<file path="src/rtl/instruction_fetch_unit.sv">
// Purpose: instruction fetch stage. Issues one memory read per instruction, holds the word in IR until decode takes it.
// Latency: IDLE->FETCH takes 1 cycle; IR/IR_valid update on the MemAck edge; PC_enable fires combinationally in the MemAck cycle.
// Backpressure: DecodeReady=0 parks the unit in HOLD with MemReq=0, so no new fetch starts until IR is consumed.
module instruction_fetch_unit #(
    parameter int TIMEOUT = 16
) (
    input  logic        Clock,
    input  logic        IF_Reset,
    input  logic        Run,
    input  logic [31:0] PC,
    input  logic        Flush,
    input  logic        MemAck,
    input  logic [31:0] MemData,
    input  logic        DecodeReady,
    output logic        MemReq,
    output logic [31:0] MemAddr,
    output logic        PC_enable,
    output logic [31:0] IR,
    output logic [31:0] IR_PC,
    output logic        IR_valid,
    output logic [31:0] BranchOff,
    output logic [15:0] FetchCount,
    output logic        Fault
);

    localparam logic [1:0] ST_IDLE  = 2'd0;
    localparam logic [1:0] ST_FETCH = 2'd1;
    localparam logic [1:0] ST_HOLD  = 2'd2;
    localparam logic [1:0] ST_FAULT = 2'd3;

    // Last wait-count value before a missing MemAck becomes a fault.
    localparam logic [7:0] WAIT_LAST = 8'(TIMEOUT - 1);

    logic [1:0]  state_q,       state_d;
    logic [31:0] mem_addr_q,    mem_addr_d;
    logic [31:0] ir_q,          ir_d;
    logic [31:0] ir_pc_q,       ir_pc_d;
    logic        ir_valid_q,    ir_valid_d;
    logic [15:0] fetch_count_q, fetch_count_d;
    logic [7:0]  wait_cnt_q,    wait_cnt_d;
    logic        fault_q,       fault_d;

    // A fetch completes only when memory answers and no flush discards the word.
    logic ack_take;

    // Qualify the returning word: flush wins over MemAck.
    always_comb begin
        ack_take = (state_q == ST_FETCH) && MemAck && !Flush;
    end

    // Next-state and datapath loads for the fetch FSM.
    always_comb begin
        state_d       = state_q;
        mem_addr_d    = mem_addr_q;
        ir_d          = ir_q;
        ir_pc_d       = ir_pc_q;
        ir_valid_d    = ir_valid_q;
        fetch_count_d = fetch_count_q;
        wait_cnt_d    = wait_cnt_q;
        fault_d       = fault_q;

        case (state_q)
            ST_IDLE: begin
                if (Run && !Flush) begin
                    state_d    = ST_FETCH;
                    mem_addr_d = PC;
                    wait_cnt_d = 8'd0;
                end
            end

            ST_FETCH: begin
                if (Flush) begin
                    // Abandon the request; the returning word, if any, is dropped.
                    state_d    = ST_IDLE;
                    ir_valid_d = 1'b0;
                end else if (MemAck) begin
                    state_d       = ST_HOLD;
                    ir_d          = MemData;
                    ir_pc_d       = mem_addr_q;
                    ir_valid_d    = 1'b1;
                    fetch_count_d = fetch_count_q + 16'd1;
                end else if (wait_cnt_q == WAIT_LAST) begin
                    state_d = ST_FAULT;
                    fault_d = 1'b1;
                end else begin
                    wait_cnt_d = wait_cnt_q + 8'd1;
                end
            end

            ST_HOLD: begin
                if (Flush) begin
                    state_d    = ST_IDLE;
                    ir_valid_d = 1'b0;
                end else if (DecodeReady) begin
                    ir_valid_d = 1'b0;
                    if (Run) begin
                        // PC already advanced on the PC_enable edge, so it is the next address.
                        state_d    = ST_FETCH;
                        mem_addr_d = PC;
                        wait_cnt_d = 8'd0;
                    end else begin
                        state_d = ST_IDLE;
                    end
                end
            end

            ST_FAULT: begin
                // Sticky until reset: Run, Flush and MemAck have no effect here.
                ir_valid_d = 1'b0;
                fault_d    = 1'b1;
            end

            default: begin
                state_d    = ST_IDLE;
                ir_valid_d = 1'b0;
            end
        endcase
    end

    // State registers with synchronous reset taking priority over every input.
    always_ff @(posedge Clock) begin
        if (IF_Reset) begin
            state_q       <= ST_IDLE;
            mem_addr_q    <= 32'd0;
            ir_q          <= 32'd0;
            ir_pc_q       <= 32'd0;
            ir_valid_q    <= 1'b0;
            fetch_count_q <= 16'd0;
            wait_cnt_q    <= 8'd0;
            fault_q       <= 1'b0;
        end else begin
            state_q       <= state_d;
            mem_addr_q    <= mem_addr_d;
            ir_q          <= ir_d;
            ir_pc_q       <= ir_pc_d;
            ir_valid_q    <= ir_valid_d;
            fetch_count_q <= fetch_count_d;
            wait_cnt_q    <= wait_cnt_d;
            fault_q       <= fault_d;
        end
    end

    // Output drive: request follows FETCH, PC strobe is suppressed while reset is held.
    always_comb begin
        MemReq     = (state_q == ST_FETCH);
        MemAddr    = mem_addr_q;
        PC_enable  = ack_take && !IF_Reset;
        IR         = ir_q;
        IR_PC      = ir_pc_q;
        IR_valid   = ir_valid_q;
        BranchOff  = {{16{ir_q[15]}}, ir_q[15:0]};
        FetchCount = fetch_count_q;
        Fault      = fault_q;
    end

endmodule

</file>
<file path="config.mk">
export PLATFORM = sky130hd
export DESIGN_NAME = instruction_fetch_unit
export DESIGN_NICKNAME = d
export VERILOG_FILES = /design/src/rtl/instruction_fetch_unit.sv
export SDC_FILE = /design/constraint.sdc
export NUM_CORES = 1
export LEC_CHECK = 0
export ABC_AREA = 1
export BUFFER_PORTS_ARGS = -buffer_cell sky130_fd_sc_hd__buf_4
export CORE_AREA = 4 4 122 153
export DETAILED_ROUTE_END_ITERATION = 7
export DIE_AREA = 0 0 126 157
export GPL_TIMING_DRIVEN = 0
export PLACE_DENSITY = 0.55
export SLEW_MARGIN = 20
export SYNTH_ARGS = -nofsm -noshare
export SYNTH_HDL_FRONTEND = slang
export SYNTH_SLANG_ARGS = --single-unit
</file>
<file path="constraint.sdc">
create_clock -name Clock -period 2.4 [get_ports Clock]
set_input_delay 0.48 -clock Clock [delete_from_list [all_inputs] [get_ports Clock]]
set_output_delay 0.48 -clock Clock [all_outputs]
set_load 0.02 [all_outputs]
</file>
* Yosys cells after proc, flatten, opt, wreduce, memory -nomap -nowiden
Cells that the tools add are included.
Cells by class: equality and inequality tests 15, reductions and logical operators 17, $add $sub $neg 2, muxes and demuxes 30, bitwise gates (word level) 1
Operators by type and width (count):
- two-way mux 32 bit | 4
- one-hot mux 32 bit (2 select lines) | 1
- two-way mux 8 bit | 7
- one-hot mux 8 bit (3 select lines) | 1
- adder 16 x 1 -> 16 bit (second input constant) | 1
- inequality test 2 bit (second input constant) | 7
- two-way mux 2 bit | 6
- adder 8 x 1 -> 8 bit (second input constant) | 1
- == test 8 x 4 -> 1 bit (second input constant) | 1
- two-way mux 1 bit | 8
- AND reduction 4 bit | 2
- AND reduction 8 bit | 1
- inequality test 3 bit (second input constant) | 2
- one-hot mux 2 bit (3 select lines) | 1
- AND reduction 3 bit | 2
- nonzero test 3 bit | 2
- AND reduction 5 bit | 1
- == test 2 bit (second input constant) | 2
- logical AND 1 bit | 4
- inequality test 4 x 3 -> 1 bit (second input constant) | 1
- nonzero test 2 bit | 2
- one-hot mux 1 bit (3 select lines) | 1
- == test 2 x 1 -> 1 bit (second input constant) | 1
- logical NOT 1 bit | 2
- other kinds (4) | 4
Storage, ports and cells: register bits 124, output and inout port bits 148, bits of input ports 70

* Logic depth before layout (Yosys ltp)
Gate-level depths: netlist of the first run.
depth in word-level cells 5, depth in mapped cells 10, mapped depth without buffers 10

* Worst setup path after synthesis of the first run
OpenSTA, ideal clock, no wires.
kind register to output, start reg state_q[1], end out PC_enable, stages on the path, launching flop included 9, required time 1.920 ns, arrival time 1.691 ns, buffers on the path 2, slack 0.229 ns, cells stage by stage dfxtp_1 inv_1 ha_1 nand2_2 nor2_4 buf_6 inv_2 buf_2 nor2_1
On the way: word-level cells in the longest chain between the ends 4
RTL lines:
- start: declaration | line 34 | logic [1:0] state_q, state_d;
- start signal: assignment | line 132 | state_q <= state_d;
- == test 2 x 1 -> 1 bit
- named net MemReq | line 15 | output logic MemReq,
- logical AND 1 bit (2 in a row) | line 48 | ack_take = (state_q == ST_FETCH) && MemAck && !Flush;
- logical AND 1 bit | line 147 | PC_enable = ack_take && !IF_Reset;
- end: declaration | line 17 | output logic PC_enable,
The timed path passes the listed nets, and every way through them passes these cells.

* Worst setup path in the final report of the first run
start reg state_q[1], end out PC_enable
On the way: word-level cells in the longest chain between the ends 4
RTL lines (line):
- == test 2 x 1 -> 1 bit | 48
- logical AND 1 bit (2 in a row) | 48
- logical AND 1 bit | 147
No other way between the ends.

==> results of run 1 <==
-- through the flow --
| stage | cells | cell area (um2) | total power, W |
|---|---|---|---|
| final | 1132 | 7630 | 0.00731 |
| after global routing | 1132 | 7630 | 0.00771 |
| after CTS | 1130 | 7610 | 0.00738 |
| after detailed placement | 1099 | 6970 | 0.00464 |
| after global placement | 1099 | 6970 | 0.00463 |
| after floorplan | 658 | 5060 | 0.00377 |
-- layout make-up --
type	instances	area, um2	share of cell area
tap	224	280	0.0367
buffer	64	397	0.0520
clock buffer	22	484	0.0635
clock inverter	9	136	0.0179
inverter	63	239	0.0313
timing repair buffer	220	1650	0.216
sequential	124	2480	0.326
multi-input combinational	406	1960	0.257
-- flip-flops by register name, summed over array words and instances (netlist names) --
register / flops
state_q: 2
Fault: 1
FetchCount: 16
IR_PC: 32
IR_valid: 1
wait_cnt_q: 8
MemAddr: 32
IR: 32
-- cell families (layout without fill, tap and decap cells) --
family                   after synthesis  after routing  synth area share
flip-flops                           124            124             0.491
buffers and inverters                128            378             0.124
XOR/XNOR                               2              2           0.00346
AND/OR/NAND/NOR                      202            202             0.167
AO/OA/AOI/OAI                        195            195             0.197
adder cells (fa/ha/maj)                7              7            0.0173
-- worst paths after layout --
check | to | depth (start not counted)
worst min register to register | IR_valid$_SDFFE_PP0P_ | 2
worst min-delay path | IR[11]$_SDFFE_PP0P_ | 3
worst max-delay path | PC_enable | 8
worst max register to register | MemAddr[2]$_SDFFE_PP0P_ | 5
-- power breakdown --
group	switching, W	leakage, nW	internal, W
clock	0.000946	0.287	0.00174
sequential	0.000169	1.01	0.00233
combinational	0.00126	2.27	0.000860
total	0.00238	3.56	0.00493
-- cells in the final DEF (no fill, tap or decap), types with 17 or more instances in the layout --
master and count:
buf_4 252, a21oi_1 84, clkbuf_16 17, nor2_1 108, o21ai_0 104, nand3_1 19, nand2_1 56, dfxtp_1 123
inv_1 60
-- worst max-delay path: cells and delay by family, from the launching register on --
kind,cells,cell delay (ps)
buffers and inverters,4,530
adder cells (fa/ha/maj),1,160
flip-flops,1,330
AND/OR/NAND/NOR,3,310
-- timing repair --
item | CTS | global route
gates resized for setup | 5 | 2
endpoints found under the setup margin | 1 | 1
hold buffers | 0 | 0
pin swaps | 1 | 0
setup buffers | 1 | 2
-- per-layer routing --
metal | vias up | wire length [um]
li1 | 2584 | -
met1 | 2261 | 6570
met2 | 141 | 8230
met3 | 15 | 1520
met4 | 0 | 206
met5 | - | 0
==> metrics.yaml, run 1 <==
remaining_drc_errors: 0
critPathRequiredTime_ps: 1920
r2r-start: "state_q[0]$_SDFFE_PP0P_"
worst-path-max-fanout: 19
hold_class: "input pin to flop"
yosysMostFrequentCell: "dfxtp_1"
critical_path.cell_chain: "inv_2 -> ha_4 -> nand2_2 -> nor2_4 -> buf_12 -> inv_4 -> nor2_1 -> buf_4"
dominantRegCellSynth: "dfxtp_1"
fin_crit_sh: 0.929
routedWlPerCell_um: 14.6
reg2reg_setup_slack_ps: 580
grt_pass1_wl_mm: 26.2
timing.hold.ws_ps: 290
start_kind: "flop"
antenna_found_initial: 0
chipWidth_um: 126
start_util: 0.292
grt.met1_usage: 0.188
antennaDiodeCount: 0
yosys-top-cells-area: "dfxtp_1 (49%), o21ai_0 (10%), a21oi_1 (8.3%)"
path_class: "flop to output port"
syn-num-nets: 735
fp.dieH_um: 157
final_hold_viol_count: 0
nets: 973
vias: 5001
max_cap_violations: 0
synth_edf_count: 0
status: "finished clean"
n_fill_cell: 1862
rsz0062_at_grt: "no"
worst_pin_slew_ps: 582
clkSinkCount: 124
cts-root-buf: "clkbuf_16"
htreeDepth: 4
syn_area_um2: 5060
wl_mm: 16.5
fin_crit_ps: 2230
use_met2: 0.285
p_leak_nw: 3.56
max_freq_mhz: 449
cts_buffer_depth: 2
gp_congestion: 0.795
grt_max_degree: 20
die-area_um2: 19800
report.final.slew_viol_count: 0
fin_skew_ps: 6.84
fin_tns_setup_ps: 0
drtIter0Drc: 181
cpPeakStageDelay_ps: 330
synth_async_sr_flop_share: 0
critPathCaptureType: "output port"
syn_to_final_growth_pct: 50.9
via_per_inst: 4.42
yosysTopAreaCellShare: 0.491
grt-busiest-layer: "met2"
use_met3: 0.0675
yosysSeqAreaShare: 0.491
cts_inserted_buffers: 17
core-area_um2: 17300
slew_headroom: 0.612
yosysTopAreaCell: "dfxtp_1"
setup_ws_ps: 171
clkLatencyLatePin_ps: 410
worstSetupStartpoint: "state_q[1]$_SDFFE_PP0P_"
ys_top_cells_by_count: "dfxtp_1 (124), nor2_1 (108), o21ai_0 (104)"
grt_usage: 0.166
port-buffer-count: 217
clk_pin_slew_worst_paths_ps: 60
overflow: 0
finalSetupViolCount: 0
holdCritStartpoint: "MemData[11]"
drive_gt1_frac: 0.347
ys_ff_latch: 124
hpwl_mm: 12.5
ioPinCount: 218
first_pass_iters: 6
synthCells: 658
synth_warnings: 0
ir_drop_mv: 0.420
synth.distinct_cells: 32
p_per_area_nw_per_um2: 958
final_antenna_net_count: 0
cts_tree: "done"
rows: 54
cp_data_arrival_time_ps: 1750
grt_pass1_vias: 5004
final_core_util: 0.441
post-place-ws_ps: 1.92
syn_area_per_cell_um2: 7.69
crit_slowest_cell: "dfxtp_1"
Power figures use the tool's default switching activity.
==> run 2: changes to the inputs <==
PLACE_DENSITY = 0.57   (was 0.55)
SKIP_LAST_GASP = 1   (was not set)
clock period = 1.8 ns   (was 2.4 ns; I/O delays follow)
==> run 2 against run 1 <==
  * Sequential share of layout area is 0.30 points lower
  * Critical path type unchanged
  * The flow now finishes with violations (negative setup slack)
  * Die area stayed put
  * First-iteration DRC count is 5.0% higher
  * Sequential cell count stayed put
  * Global-route usage is 0.70 points lower
  * Register-to-register slack worse by 470 ps
  * Via count is 0.40% lower
  * Clock skew is 3.5 ps higher
==> metrics.yaml, run 2 (same netlist as run 1, synthesis figures left out) <==
status: "finished with violations"
violations: "negative setup slack"
via_per_inst: 4.38
start_util: 0.292
worst-path-max-fanout: 2
overflow: 0
critPathRequiredTime_ps: 1440
fin_crit_sh: 1.01
cts_tree: "done"
die-area_um2: 19800
clkLatencyLatePin_ps: 410
crit_slowest_cell: "dfxtp_2"
cp_data_arrival_time_ps: 1460
max_freq_mhz: 550
final_antenna_net_count: 0
multi_input_area_um2: 1980
setup_ws_ps: -16.6
hpwl_mm: 12.3
cts_inserted_buffers: 17
drtIter0Drc: 190
nets: 979
first_pass_iters: 5
max_cap_violations: 0
p_per_area_nw_per_um2: 1270
n_fill_cell: 1802
gp_congestion: 0.811
worstSetupStartpoint: "state_q[1]$_SDFFE_PP0P_"
grt_pass1_vias: 4903
crit_path_frequent_cell: "nor2_4"
grt_usage: 0.159
final_hold_viol_count: 0
slew_headroom: 0.579
rsz0062_at_grt: "yes"
ioPinCount: 218
rows: 54
cpPeakStageDelay_ps: 320
final_core_util: 0.446
p_leak_nw: 3.62
vias: 4981
ir_drop_mv: 0.622
htreeDepth: 4
fin_skew_ps: 10.3
r2r-end: "MemAddr[1]$_SDFFE_PP0P_"
r2r-start: "state_q[0]$_SDFFE_PP0P_"
final_cell_mix: "buf_4 (258), dfxtp_1 (121), nor2_1 (107), o21ai_0 (101), a21oi_1 (84)"
place_area_um2: 6980
finalInstanceArea_um2: 7710
critPathCapture: "PC_enable"
chipWidth_um: 126
grt.met1_usage: 0.182
antennaDiodeCount: 0
clk_pin_slew_worst_paths_ps: 60
critical_path.cell_chain: "inv_2 -> ha_4 -> nand2_4 -> nor2_4 -> buf_12 -> inv_16 -> nor2_4 -> buf_6"
grt-busiest-layer: "met2"
use_met2: 0.274
regArea_um2: 2490
cts_buffer_depth: 2
start_kind: "flop"
routedWlPerCell_um: 14.2
post-place-ws_ps: -267
final_common_cell: "buf_4"
cts-root-buf: "clkbuf_16"
remaining_drc_errors: 0
antenna_found_initial: 0
r2r_cells: 7
port-buffer-count: 217
clkSinkCount: 124
fp.dieH_um: 157
critPathCaptureType: "output port"
path_class: "flop to output port"
fin_crit_ps: 1820
reg2reg_setup_slack_ps: 110
ctsHoldBuffers: 0
wl_mm: 16.2
use_met3: 0.0659
drive_gt1_frac: 0.358
finalSetupViolCount: 1
syn_to_final_growth_pct: 52.4
report.final.slew_viol_count: 0
timing.hold.ws_ps: 167
core-area_um2: 17300
total_power_w: 0.00976
grt_pass1_wl_mm: 25.3
grt_max_degree: 20
worst_pin_slew_ps: 631
hold_class: "input pin to flop"
[run 2: cell types whose count changed in the layout (fill, tap and decap cells not counted), sizes merged]
| cell | previous run | this run |
|---|---|---|
| buf | 269 | 275 |
| inv | 63 | 64 |
| clkinvlp | 5 | 3 |
| clkbuf | 37 | 36 |
| clkinv | 1 | 3 |
[run 2: critical path: cells and delay by family (launching register included)]
kind                     cells  cell delay [ps]
adder cells (fa/ha/maj)      1              140
buffers and inverters        4              360
flip-flops                   1              320
AND/OR/NAND/NOR              3              230
[run 2: timing repair]
action,in CTS,in global routing
pin swaps,2,3
setup endpoints to repair,39,31
resized for setup,16,12
setup buffers,6,3
[run 2: worst min path at each step]
| stage | endpoint | slack [ps] | cells past startpoint | from |
|---|---|---|---|---|
| 3_3_place_gp | IR_valid$_SDFFE_PP0P_ | 460 | 2 | IR_valid$_SDFFE_PP0P_ |
| 4_1_cts | IR[19]$_SDFFE_PP0P_ | 150 | 3 | MemData[19] |
| 3_5_place_dp | IR_valid$_SDFFE_PP0P_ | 460 | 2 | IR_valid$_SDFFE_PP0P_ |
| 5_1_grt | IR[18]$_SDFFE_PP0P_ | 160 | 3 | MemData[18] |
| 6_report | IR[23]$_SDFFE_PP0P_ | 170 | 3 | MemData[23] |
| 2_1_floorplan | wait_cnt_q[4]$_SDFFE_PP0P_ | 470 | 2 | wait_cnt_q[4]$_SDFFE_PP0P_ |
[run 2: metal layers]
layer,part of all wire,up-vias
li1,-,2599
met1,0.41,2217
met2,0.49,151
met3,0.084,14
met4,0.013,0
met5,0,-
[run 2: cell type report]
cell class              count  area share
plain buffers              64      0.0528
clock buffers              21      0.0597
clock inverters            10      0.0182
inverters                  63      0.0328
multi-input cells         406       0.257
flip-flops and latches    124       0.323
well taps                 224      0.0364
repair buffers            226       0.221
[run 2: power breakdown]
group	internal, W	leakage [nW]	switching (W)
Combinational	0.00121	2.32	0.00171
Clock	0.00224	0.286	0.00126
Sequential	0.00311	1.01	0.000223
Total	0.00656	3.62	0.00319
[run 2: stage by stage]
stage,setup TNS (ps),instances
global placement,-2300,1099
floorplan,0,658
CTS,-65.7,1135
detailed placement,-1960,1099
finish,-16.6,1138
global route,-151,1138
==> run 3: changes to the inputs <==
==> constraint.sdc (replaced) <==
create_clock -name Clock -period 1.8 [get_ports Clock]
set_input_delay 0.27 -clock Clock [delete_from_list [all_inputs] [get_ports Clock]]
set_output_delay 0.27 -clock Clock [all_outputs]
set_load 0.02 [all_outputs]
==> run 3 against run 2 <==
  * Combinational power grew 2%
  * Final cell count up 0.35%
  * First-iteration DRC count is 12% higher
  * Clock power decreased by 4%
  * The flow now finishes without violations
  * Count of clock-buffer cells in the layout down 2
  * Non-clock buffer count grew 3
==> metrics.yaml, run 3 (same netlist as run 1, synthesis figures left out) <==
cp_data_arrival_time_ps: 1450
crit_slowest_cell: "dfxtp_2"
use_met2: 0.287
remaining_drc_errors: 0
ir_drop_mv: 0.599
finalSetupViolCount: 0
cts_inserted_buffers: 17
grt_pass1_vias: 4970
fin_skew_ps: 6.36
via_per_inst: 4.46
core-area_um2: 17300
gp_congestion: 0.820
antennaDiodeCount: 0
use_met3: 0.0788
final_antenna_net_count: 0
chipWidth_um: 126
cts_tree: "done"
critPathCaptureType: "output port"
cts_buffer_depth: 2
cts-root-buf: "clkbuf_16"
status: "finished clean"
max_freq_mhz: 581
rsz0062_at_grt: "yes"
grt.met1_usage: 0.186
timing.hold.ws_ps: 74.1
clkSinkCount: 124
wl_mm: 16.7
die-area_um2: 19800
clkLatencyLatePin_ps: 420
grt_usage: 0.167
vias: 5092
critical_path.cell_chain: "inv_2 -> ha_4 -> nand2_4 -> nor2_4 -> buf_8 -> inv_8 -> nor2_4 -> buf_6"
nets: 982
antenna_found_initial: 0
crit_path_frequent_cell: "nor2_4"
overflow: 0
worst-path-max-fanout: 3
report.final.slew_viol_count: 0
first_pass_iters: 4
max_cap_violations: 0
p_per_area_nw_per_um2: 1260
final_common_cell: "buf_4"
worst_pin_slew_ps: 627
fin_crit_ps: 1720
p_leak_nw: 3.61
drtIter0Drc: 212
rows: 54
fp.dieH_um: 157
syn_to_final_growth_pct: 52.0
final_hold_viol_count: 0
htreeDepth: 4
routedWlPerCell_um: 14.6
path_class: "flop to output port"
cpPeakStageDelay_ps: 320
clk_pin_slew_worst_paths_ps: 60
stdcell_count: 1142
ioPinCount: 218
grt-busiest-layer: "met2"
grt_pass1_wl_mm: 26.1
critPathRequiredTime_ps: 1530
slew_headroom: 0.582
final_cell_mix: "buf_4 (259), dfxtp_1 (121), nor2_1 (107), o21ai_0 (102), a21oi_1 (84)"
fin_crit_sh: 0.956
start_util: 0.292
hold_class: "input pin to flop"
grt_max_degree: 20
dpl.cell_count: 1099
hpwl_mm: 12.6
port-buffer-count: 217
drive_gt1_frac: 0.362
start_kind: "flop"
## run 3: worst paths after layout
check / startpoint / endpoint / slack (ps) / cells after the start
max: state_q[1]$_SDFFE_PP0P_ / PC_enable / 80 / 8
min: MemData[29] / IR[29]$_SDFFE_PP0P_ / 70 / 3
max reg2reg: state_q[1]$_SDFFE_PP0P_ / wait_cnt_q[2]$_SDFFE_PP0P_ / 110 / 9
min reg2reg: IR_valid$_SDFFE_PP0P_ / IR_valid$_SDFFE_PP0P_ / 460 / 2
## run 3: per-stage QoR
step / total power [W] / setup TNS (ps) / area (um2) / worst slack (ps) / utilization
after floorplan: 0.00504 / 0 / 5060 / 35.3 / -
after global placement: 0.00619 / -1020 / 6970 / -248 / 0.403
after detailed placement: 0.00619 / -1020 / 6970 / -256 / 0.403
after CTS: 0.00967 / -75.5 / 7650 / -75.5 / 0.442
after global routing: 0.0102 / -20.6 / 7690 / -11.7 / 0.444
final: 0.00967 / 0 / 7690 / 79.9 / 0.444
## run 3: final cells by class
type / count / area [um2]
inverters: 63 / 244
fillers: 1847 / 9610
plain buffers: 64 / 397
multi-input cells: 406 / 1980
clock buffers: 19 / 443
flip-flops and latches: 124 / 2490
well taps: 224 / 280
repair buffers: 229 / 1720
clock inverters: 13 / 131
## run 3: repair_timing
action                                  in CTS  in global routing
setup buffers                                7                  5
endpoints found under the setup margin      59                 53
pin swaps                                    2                  5
hold buffers                                 0                  0
gates resized for setup                     16                  8
## run 3: power by group
group / total [W] / internal (W) / switching, W / leakage [nW]
registers: 0.00334 / 0.00311 / 0.000225 / 1.01
logic: 0.00299 / 0.00126 / 0.00173 / 2.33
clock network: 0.00335 / 0.00197 / 0.00138 / 0.272
## run 3: critical path, delay by kind of cell, from the launching register on
| kind | cells | cell delay, ps |
|---|---|---|
| adders and majority gates | 1 | 140 |
| DFF | 1 | 320 |
| buffers and inverters | 4 | 360 |
| and+or+nand+nor | 3 | 220 |
## run 3: routing by layer
layer  vias up  part of all wire
li1       2616                 -
met1      2312              0.39
met2       148              0.51
met3        16             0.090
met4         0             0.011
met5         -                 0
